===== src/rtl/alu_rx_tx_interface_pkg.sv =====
// Shared definitions for the UART <-> ALU sequencing stage: FSM encoding and ALU opcodes.
// Benches and the ALU use these opcodes too, so there is a single source of truth.
package alu_rx_tx_interface_pkg;

    typedef enum logic [2:0] {
        WAIT_A  = 3'd0,
        WAIT_B  = 3'd1,
        WAIT_OP = 3'd2,
        CALC    = 3'd3,
        WAIT_TX = 3'd4
    } state_t;

    localparam logic [5:0] OP_ADD = 6'b100000;
    localparam logic [5:0] OP_SUB = 6'b100010;
    localparam logic [5:0] OP_AND = 6'b100100;
    localparam logic [5:0] OP_OR  = 6'b100101;
    localparam logic [5:0] OP_XOR = 6'b100110;
    localparam logic [5:0] OP_NOR = 6'b100111;
    localparam logic [5:0] OP_SRA = 6'b000011;
    localparam logic [5:0] OP_SRL = 6'b000010;

endpackage


===== src/rtl/alu_rx_tx_interface_frame_timer.sv =====
// Inter-byte idle counter: expired is combinational, high in the last allowed idle cycle.
// No backpressure; TIMEOUT=0 keeps the count at 0 and never expires.
module frame_timer #(
    parameter int TIMEOUT = 50000
) (
    input  logic CLK,
    input  logic RESET,
    input  logic clear,
    input  logic enable,
    output logic expired
);

    localparam int CW = (TIMEOUT > 0) ? $clog2(TIMEOUT + 1) : 1;
    localparam logic [CW-1:0] LAST = CW'((TIMEOUT > 0) ? TIMEOUT - 1 : 0);

    logic [CW-1:0] cnt;

    assign expired = (TIMEOUT != 0) && enable && (cnt == LAST);

    always_ff @(posedge CLK or posedge RESET) begin
        if (RESET) begin
            cnt <= '0;
        end else if (clear || expired || (TIMEOUT == 0)) begin
            cnt <= '0;
        end else if (enable) begin
            cnt <= cnt + CW'(1);
        end
    end

endmodule


===== src/rtl/alu_rx_tx_interface.sv =====
// Collects A, B, opcode from the UART receiver, presents them to the ALU, then sends RESULT
// with a one-cycle TX_START one cycle after the opcode lands; bytes arriving while BUSY are dropped.
module alu_rx_tx_interface
    import alu_rx_tx_interface_pkg::*;
#(
    parameter int SIZEDATA = 8,
    parameter int SIZEOP   = 6,
    parameter int TIMEOUT  = 50000
) (
    input  logic                CLK,
    input  logic                RESET,
    input  logic                RX_DONE,
    input  logic [SIZEDATA-1:0] RX_DATA,
    input  logic                TX_DONE,
    input  logic [SIZEDATA-1:0] RESULT,
    output logic [SIZEDATA-1:0] DATOA,
    output logic [SIZEDATA-1:0] DATOB,
    output logic [SIZEOP-1:0]   OPCODE,
    output logic                TX_START,
    output logic [SIZEDATA-1:0] TX_DATA,
    output logic                BUSY
);

    state_t state;
    state_t state_nxt;

    logic ld_a;
    logic ld_b;
    logic ld_op;
    logic ld_tx;
    logic tmr_clear;
    logic tmr_en;
    logic tmr_exp;

    frame_timer #(
        .TIMEOUT (TIMEOUT)
    ) u_frame_timer (
        .CLK     (CLK),
        .RESET   (RESET),
        .clear   (tmr_clear),
        .enable  (tmr_en),
        .expired (tmr_exp)
    );

    always_ff @(posedge CLK or posedge RESET) begin
        if (RESET) begin
            state <= WAIT_A;
        end else begin
            state <= state_nxt;
        end
    end

    // A byte arriving in the expiry cycle takes priority over the timeout.
    always_comb begin
        state_nxt = state;
        case (state)
            WAIT_A:  if (RX_DONE) state_nxt = WAIT_B;
            WAIT_B:  begin
                if (RX_DONE)      state_nxt = WAIT_OP;
                else if (tmr_exp) state_nxt = WAIT_A;
            end
            WAIT_OP: begin
                if (RX_DONE)      state_nxt = CALC;
                else if (tmr_exp) state_nxt = WAIT_A;
            end
            CALC:    state_nxt = WAIT_TX;
            WAIT_TX: if (TX_DONE) state_nxt = WAIT_A;
            default: state_nxt = WAIT_A;
        endcase
    end

    always_comb begin
        ld_a      = (state == WAIT_A)  && RX_DONE;
        ld_b      = (state == WAIT_B)  && RX_DONE;
        ld_op     = (state == WAIT_OP) && RX_DONE;
        ld_tx     = (state == CALC);
        tmr_en    = ((state == WAIT_B) || (state == WAIT_OP)) && !RX_DONE;
        tmr_clear = !tmr_en;
        BUSY      = (state == CALC) || (state == WAIT_TX);
    end

    // Operand and result registers hold across frames; only reset clears them.
    always_ff @(posedge CLK or posedge RESET) begin
        if (RESET) begin
            DATOA    <= '0;
            DATOB    <= '0;
            OPCODE   <= '0;
            TX_DATA  <= '0;
            TX_START <= 1'b0;
        end else begin
            if (ld_a)  DATOA   <= RX_DATA;
            if (ld_b)  DATOB   <= RX_DATA;
            if (ld_op) OPCODE  <= RX_DATA[SIZEOP-1:0];
            if (ld_tx) TX_DATA <= RESULT;
            TX_START <= ld_tx;
        end
    end

endmodule


===== config.mk =====
export PLATFORM = sky130hd
export DESIGN_NAME = alu_rx_tx_interface
export DESIGN_NICKNAME = d
export VERILOG_FILES = /design/src/rtl/alu_rx_tx_interface_pkg.sv /design/src/rtl/alu_rx_tx_interface_frame_timer.sv /design/src/rtl/alu_rx_tx_interface.sv
export SDC_FILE = /design/constraint.sdc
export NUM_CORES = 1
export LEC_CHECK = 0
export CAP_MARGIN = 0
export CORE_ASPECT_RATIO = 1.75
export CORE_UTILIZATION = 35
export CTS_CLUSTER_SIZE = 12
export DETAILED_ROUTE_END_ITERATION = 6
export GPL_TIMING_DRIVEN = 0
export SYNTH_ARGS = -nofsm -noshare
export SYNTH_HDL_FRONTEND = slang
export SYNTH_SLANG_ARGS = --single-unit

===== constraint.sdc =====
create_clock -name CLK -period 1.6 [get_ports CLK]
set_input_delay 0.32 -clock CLK [delete_from_list [all_inputs] [get_ports CLK]]
set_output_delay 0.32 -clock CLK [all_outputs]
set_load 0.05 [all_outputs]

==> results of run 1 <==
## flip-flops by register name, indices dropped and copies added, names as in the netlist
signal,count
DATOA,8
DATOB,8
OPCODE,6
TX_DATA,8
TX_START,1
state,3
u_frame_timer.cnt,16
## layout make-up
cell class	instances	area, µm²
Buffer	5	52.55
Clock buffer	5	68.82
Clock inverter	3	25.02
Fill cell	568	2867
Inverter	5	18.77
Multi-Input combinational cell	123	902.1
Sequential cell	50	1255
Tap cell	78	97.59
Timing Repair Buffer	63	593.1
## synthesized netlist by cell type (all sizes together)
| cell type | number |
|---|---|
| clkbuf | 1 |
| nor3b | 1 |
| nand3 | 5 |
| nor2 | 18 |
| mux2 | 22 |
| nor4b | 4 |
| o31ai | 1 |
| nand2 | 32 |
| or4 | 1 |
| o21ai | 1 |
| nand4 | 4 |
| ha | 1 |
| clkinv | 1 |
| nor3 | 5 |
| or2 | 1 |
| xor2 | 1 |
| nand3b | 2 |
| and3 | 2 |
| xnor2 | 13 |
| and4b | 1 |
| nor4 | 4 |
| a21oi | 3 |
| buf | 4 |
| dfrtp | 50 |
| inv | 4 |
| o211ai | 1 |
## kinds of logic (layout without fill, tap and decap cells)
| family | Yosys count | in the layout | synth area share, % |
|---|---|---|---|
| buffers and inverters | 10 | 81 | 1.979 |
| xor gates and xnor gates | 14 | 14 | 5.704 |
| DFF | 50 | 50 | 58.21 |
| muxes | 22 | 22 | 11.53 |
| adders and majority gates | 1 | 1 | 0.5820 |
| and+or+nand+nor | 80 | 80 | 20.37 |
| AOI/OAI and AO/OA | 6 | 6 | 1.630 |
## per-layer routing
metal / vias to the layer above / global-route usage, % / wire [µm] / share of wire [%]
met5: - / 0 / 0 / 0
met4: 0 / 6.006 / 53 / 1.2
met3: 4 / 3.190 / 127 / 2.8
met2: 34 / 27.41 / 2594 / 56
met1: 780 / 18.52 / 1820 / 40
li1: 759 / - / - / -
## power groups by stage
stage	sequential [mW]	combinational, mW	clock [mW]
after global placement	1.94	3.29	0
after detailed placement	1.95	3.30	0
final	1.91	3.25	0.749
after floorplan	3.31	0.857	0
after CTS	1.91	3.16	0.787
after global routing	1.98	3.43	0.843
## what timing repair did
| action | in CTS | in global routing |
|---|---|---|
| resized for setup | 51 | 19 |
| setup buffers | 6 | 5 |
| pin swaps | 2 | 6 |
| endpoints found under the setup margin | 65 | 27 |
## path summary, 6_finish.rpt
check / from / end / slack, ns / cells after the start
worst max-delay path: state[2] / BUSY / -0.07 / 5
worst min-delay path: RESET / DATOA[4] / 0.33 / 2
worst max register to register: u_frame_timer.cnt[5] / u_frame_timer.cnt[12] / 0.04 / 5
worst min register to register: TX_DATA[6] / TX_DATA[6] / 0.48 / 2
max in group asynchronous: RESET / u_frame_timer.cnt[7] / 0.75 / 3
min in group CLK: TX_DATA[6] / TX_DATA[6] / 0.48 / 2
## worst register-to-register path, stage by stage, from the launching register on
cell and delay, ns:
dfrtp_1 0.46, nor4b_2 0.36, nand4_1 0.20, nand2_2 0.16, buf_4 0.20, nor2_1 0.06
## per-stage QoR
step / hold WS (ns) / worst slack [ns] / setup TNS [ns]
after floorplan: 0.3908 / 0.01154 / 0
after global placement: 0.4558 / -0.9725 / -62.68
after detailed placement: 0.4617 / -0.6215 / -14.16
after CTS: 0.3290 / -0.1499 / -0.1499
after global routing: 0.3644 / -0.1551 / -0.3315
final: 0.3277 / -0.07272 / -0.07272
==> results by group, run 1 <==
Synthesis
  – Synthesized Nets: 204
  – Cell count after synthesis: 183
  – Yosys reg bits: 50
  – YS warnings: 0
  – Mapped Area: 2150 µm²
  – Mean Syn Cell Area: 11.75 µm²
  – Post-synth top area cell: dfrtp_1
  – Netlist cell types: 30
  – Post-synthesis sequential area ratio: 58.21%
  – Synth top area share: 58.21%
  – Synth area leaders: dfrtp_1 (58%), mux2_2 (12%), nand2_1 (5.6%)

Final layout
  – Area Overhead vs Synth: 40.16%
  – Antenna diodes: 0
  – Nets@finish: 274
  – Most common cell after layout, fill and taps aside: dfrtp_1
  – Layout cell share with drive strength beyond 1: 25.59%
  – Final Cell Area: 3013 µm²
  – Most frequent cells in the layout: dfrtp_1 (47), dlygate4sd2_1 (32), nand2_1 (28), mux2_2 (22)
  – Post-Layout Cell Count: 332
  – Final Core Density: 51.24%

Placed design
  – DP Area: 2778 µm²
  – Final GP Congestion: 0.7827
  – Dpl hpwl: 3191 µm
  – Port Buffer Count: 51
  – Placed insts: 313

Clock network
  – Hold Buf Count CTS: 0
  – H-tree Lvls: 2
  – Worst skew pair latency: 0.30 ns
  – Clock buffer depth: 2
  – CTS Sinks: 50
  – CTS tree: built
  – Worst-path clk slew: 0.10 ns
  – Total CTS buffers: 5
  – Root buf cell: clkbuf_8

Worst setup path
  – Critical path startpoint category: flip-flop
  – CP bufs+invs: 3
  – Family with the most delay on the worst path: buffers and inverters
  – CP max stage cell: dfrtp_1
  – Critical Path RT: 1.28 ns
  – CP arrival: 1.35 ns
  – Crit Path Max Fanout: 5
  – Critical path capture point type: primary output
  – Crit-path max cell delay: 0.38 ns
  – Worst Setup Path Type: flip-flop to primary output
  – Crit-path cells: buf_6 > nand3b_1 > buf_8 > nand2_4 > buf_8
  – Most frequent CP cell: buf_8

Global route
  – Overflow after GRT: 0
  – Vias in the first global route: 1596
  – Global-route wire length before repair: 7576 µm
  – Tot GR Track Use: 15.89%
  – Antenna violations before repair: 0
  – Largest net degree at the start of global routing: 33

Hold path
  – Min-delay worst type: primary input to async pin

Floorplanning
  – Row count: 37
  – Initial core utilization: 36.56%
  – Boundary Pins: 52
  – Chip Height: 105.7 µm
  – CORE AREA: 5879 µm²
  – Die Footprint: 6471 µm²
  – Die W: 61.24 µm

Pwr
  – Static Leak: 1.329 nW
  – Comb pwr share: 55.0%
  – Pint: 3.094 mW
  – Clock Power Share: 12.7%
  – Sw Pwr: 2.820 mW
  – Tot Pwr: 5.914 mW
  – Max VDD drop: 994.9 µV
  – Sw frac: 47.69%
  – Share of power burned in registers: 32.3%
  – PD cells: 1963 nW/µm²

STA
  – Min Tclk post-route: 1.673 ns
  – Final hold viol count: 0
  – Final setup margin: -0.07272 ns
  – RSZ-0062 raised after global routing: true
  – Count of pins over their slew limit: 0
  – Number of setup violations in the final report: 1
  – Slew HR: 65.60%
  – Clk_skew: 0.009953 ns
  – Measured slew at the worst slew-check pin: 0.5181 ns
  – Max frequency: 597.8 MHz
  – Final Cycle Share: 104.5%

Status
  – Violated checks: negative setup slack
  – Outcome: finished with violations

Drt
  – Routed Antenna Nets: 0
  – Routed via count: 1577
  – Vias per inst: 4.750
  – Drt total wl: 4595 µm
  – Routed wire per std cell: 13.84 µm
  – Iteration-0 DRC Markers: 53
  – Drc violations: 0
  – DRT Pass-1 Iters: 4

Job
  – Max-Cap Viols: 0
No activity file was read; power rests on OpenSTA's default activity.
==> inputs of run 2 (changes only) <==
--- a/config.mk
+++ b/config.mk
@@ -7,10 +7,12 @@
 export LEC_CHECK = 0
 export CAP_MARGIN = 0
 export CORE_ASPECT_RATIO = 1.75
+export CORE_MARGIN = 4
 export CORE_UTILIZATION = 35
 export CTS_CLUSTER_SIZE = 12
 export DETAILED_ROUTE_END_ITERATION = 6
 export GPL_TIMING_DRIVEN = 0
+export RECOVER_POWER = 25
 export SYNTH_ARGS = -nofsm -noshare
 export SYNTH_HDL_FRONTEND = slang
 export SYNTH_SLANG_ARGS = --single-unit
==> run 2 against run 1 <==
The flow still finishes with violations (negative setup slack). Routed wire length increased by 1.5%. Critical endpoint unchanged. Total power is 2.9% higher. Design area up 2.7%. Clock skew down 0.0019 ns. Setup slack gained 0.035 ns. Cell count rose by 0.90%. Combinational power increased by 2%. Clock-buffer cell count grew 1. Via count is 0.19% higher.
==> results by group, run 2 (same netlist as run 1, synthesis figures left out) <==
Pwr
  – Max VDD drop: 1199 µV (+21%)
  – Static Leak: 1.368 nW (+3.0%)
  – Clock Power Share: 14.5% (+1.8 points)
  – Sw Pwr: 2.801 mW (-0.67%)
  – Tot Pwr: 6.086 mW (+2.9%)
  – Sw frac: 46.03% (-1.7 points)
  – Comb pwr share: 54.3% (-0.7 points)
  – Share of power burned in registers: 31.3% (-1.0 points)
  – PD cells: 1967 nW/µm² (+0.19%)
  – Pint: 3.284 mW (+6.1%)

Global route
  – Vias in the first global route: 1562 (-2.1%)
  – Antenna violations before repair: 0 (unchanged)
  – Largest net degree at the start of global routing: 37 (+12%)
  – Overflow after GRT: 0 (unchanged)
  – Tot GR Track Use: 13.34% (-2.5 points)
  – Global-route wire length before repair: 7679 µm (+1.4%)

STA
  – RSZ-0062 raised after global routing: true
  – Slew HR: 57.92% (-7.7 points)
  – Number of setup violations in the final report: 1 (unchanged)
  – Final setup margin: -0.03802 ns (+0.03470 ns)
  – Measured slew at the worst slew-check pin: 0.6304 ns (+0.1124 ns)
  – Max frequency: 610.5 MHz (+2.1%)
  – Clk_skew: 0.008011 ns (-0.001942 ns)
  – Min Tclk post-route: 1.638 ns (-0.03470 ns)
  – Final hold viol count: 0 (unchanged)
  – Count of pins over their slew limit: 0 (unchanged)
  – Final Cycle Share: 102.4% (-2.2 points)

Placed design
  – DP Worst Slack: -0.6018 ns (+0.01973 ns)
  – Port Buffer Count: 51 (unchanged)
  – Placed insts: 313 (unchanged)
  – Final GP Congestion: 0.7380 (-5.7%)
  – DP Area: 2778 µm² (unchanged)
  – Dpl hpwl: 3260 µm (+2.2%)

Drt
  – Vias per inst: 4.716 (-0.71%)
  – Iteration-0 DRC Markers: 42 (-21%)
  – Routed via count: 1580 (+0.19%)
  – Routed Antenna Nets: 0 (unchanged)
  – Drc violations: 0 (unchanged)
  – Drt total wl: 4666 µm (+1.5%)
  – DRT Pass-1 Iters: 4 (unchanged)
  – Routed wire per std cell: 13.93 µm (+0.64%)

Final layout
  – Nets@finish: 277 (+1.1%)
  – Layout cell share with drive strength beyond 1: 27.63% (+2.0 points)
  – Area Overhead vs Synth: 43.95%
  – Fill count: 572 (+0.70%)
  – Number of flip-flops in the largest register: 16 (unchanged)
  – Final Cell Area: 3094 µm² (+2.7%)
  – Antenna diodes: 0 (unchanged)
  – Final Core Density: 52.22% (+0.97 points)
  – Largest Register: u_frame_timer.cnt
  – Most common cell after layout, fill and taps aside: dfrtp_1
  – Post-Layout Cell Count: 335 (+0.90%)
  – Most frequent cells in the layout: dfrtp_1 (44), dlygate4sd2_1 (31), nand2_1 (29), mux2_2 (22)

Floorplanning
  – Chip Height: 111.7 µm (+5.7%)
  – CORE AREA: 5926 µm² (+0.79%)
  – Initial core utilization: 36.28% (-0.29 points)
  – Boundary Pins: 52 (unchanged)
  – Row count: 37 (unchanged)
  – Die W: 67.24 µm (+9.8%)
  – Die Footprint: 7509 µm² (+16%)

Clock network
  – CTS tree: built
  – H-tree Lvls: 2 (unchanged)
  – Hold Buf Count CTS: 0 (unchanged)
  – Worst-path clk slew: 0.09 ns (about the same)
  – CTS Sinks: 50 (unchanged)
  – Worst skew pair latency: 0.30 ns (about the same)
  – Total CTS buffers: 5 (unchanged)
  – Clock buffer depth: 2 (unchanged)
  – Root buf cell: clkbuf_8

Worst setup path
  – Critical path capture point type: primary output
  – Critical Path RT: 1.28 ns (about the same)
  – Worst Setup Path Type: flip-flop to primary output
  – Crit Path Max Fanout: 6 (+1)
  – CP arrival: 1.32 ns (-0.03 ns)
  – Critical path startpoint category: flip-flop

Status
  – Outcome: finished with violations
  – Violated checks: negative setup slack

Job
  – Max-Cap Viols: 0 (unchanged)

Hold path
  – Min-delay worst type: primary input to flip-flop
## run 2: power groups by stage
stage	logic (mW)	clock network, mW	registers (mW)
after floorplan	0.857	0	3.31
after global placement	3.29	0	1.93
after detailed placement	3.33	0	1.94
after CTS	3.16	0.918	1.90
after global routing	3.50	0.969	1.98
final	3.30	0.881	1.90
## run 2: layout make-up
class	count	area (µm²)	area share [%]
well taps	78	97.59	3.154
clock buffers	6	72.57	2.345
plain buffers	5	48.80	1.577
repair buffers	66	633.1	20.46
inverters	5	18.77	0.6066
flip-flops and latches	50	1259	40.68
clock inverters	2	37.54	1.213
multi-input cells	123	927.1	29.96
## run 2: final timing paths
| kind | slack [ns] | cells past startpoint | endpoint | start |
|---|---|---|---|---|
| worst max-delay path | -0.04 | 5 | BUSY | state[2] |
| worst min-delay path | 0.39 | 2 | u_frame_timer.cnt[2] | RX_DONE |
| worst max register to register | 0.01 | 5 | DATOB[7] | state[2] |
| worst min register to register | 0.47 | 2 | TX_DATA[0] | TX_DATA[0] |
| max in group asynchronous | 0.45 | 3 | u_frame_timer.cnt[7] | RESET |
| min in group asynchronous | 0.53 | 2 | TX_DATA[3] | RESET |
## run 2: metal layers
metal	up-vias	track usage [%]	wire (µm)
li1	772	-	-
met1	776	16.09	1856
met2	27	22.54	2619
met3	5	3.128	120
met4	0	4.878	69
met5	-	0	0
## run 2: metrics by stage
| stage | hold WS [ns] | setup TNS (ns) |
|---|---|---|
| 6_report | 0.3935 | -0.03802 |
| 3_3_place_gp | 0.4462 | -60.42 |
| 5_1_grt | 0.4112 | -0.5087 |
| 2_1_floorplan | 0.3908 | 0 |
| 4_1_cts | 0.3002 | -1.365 |
| 3_5_place_dp | 0.4566 | -13.68 |
## run 2: worst max-delay path, cell delays in order, from the launching register on
cell and delay, ns:
dfrtp_1 0.38, buf_6 0.12, nand3b_1 0.17, buf_6 0.15
nand2_4 0.05, buf_8 0.14
## run 2: what timing repair did
| item | CTS | global route |
|---|---|---|
| gates resized for setup | 45 | 28 |
| hold endpoints to repair | 0 | 0 |
| cloned | 0 | 0 |
| pin swaps | 1 | 9 |
| setup endpoints to repair | 65 | 26 |
| buffers inserted | 3 | 11 |
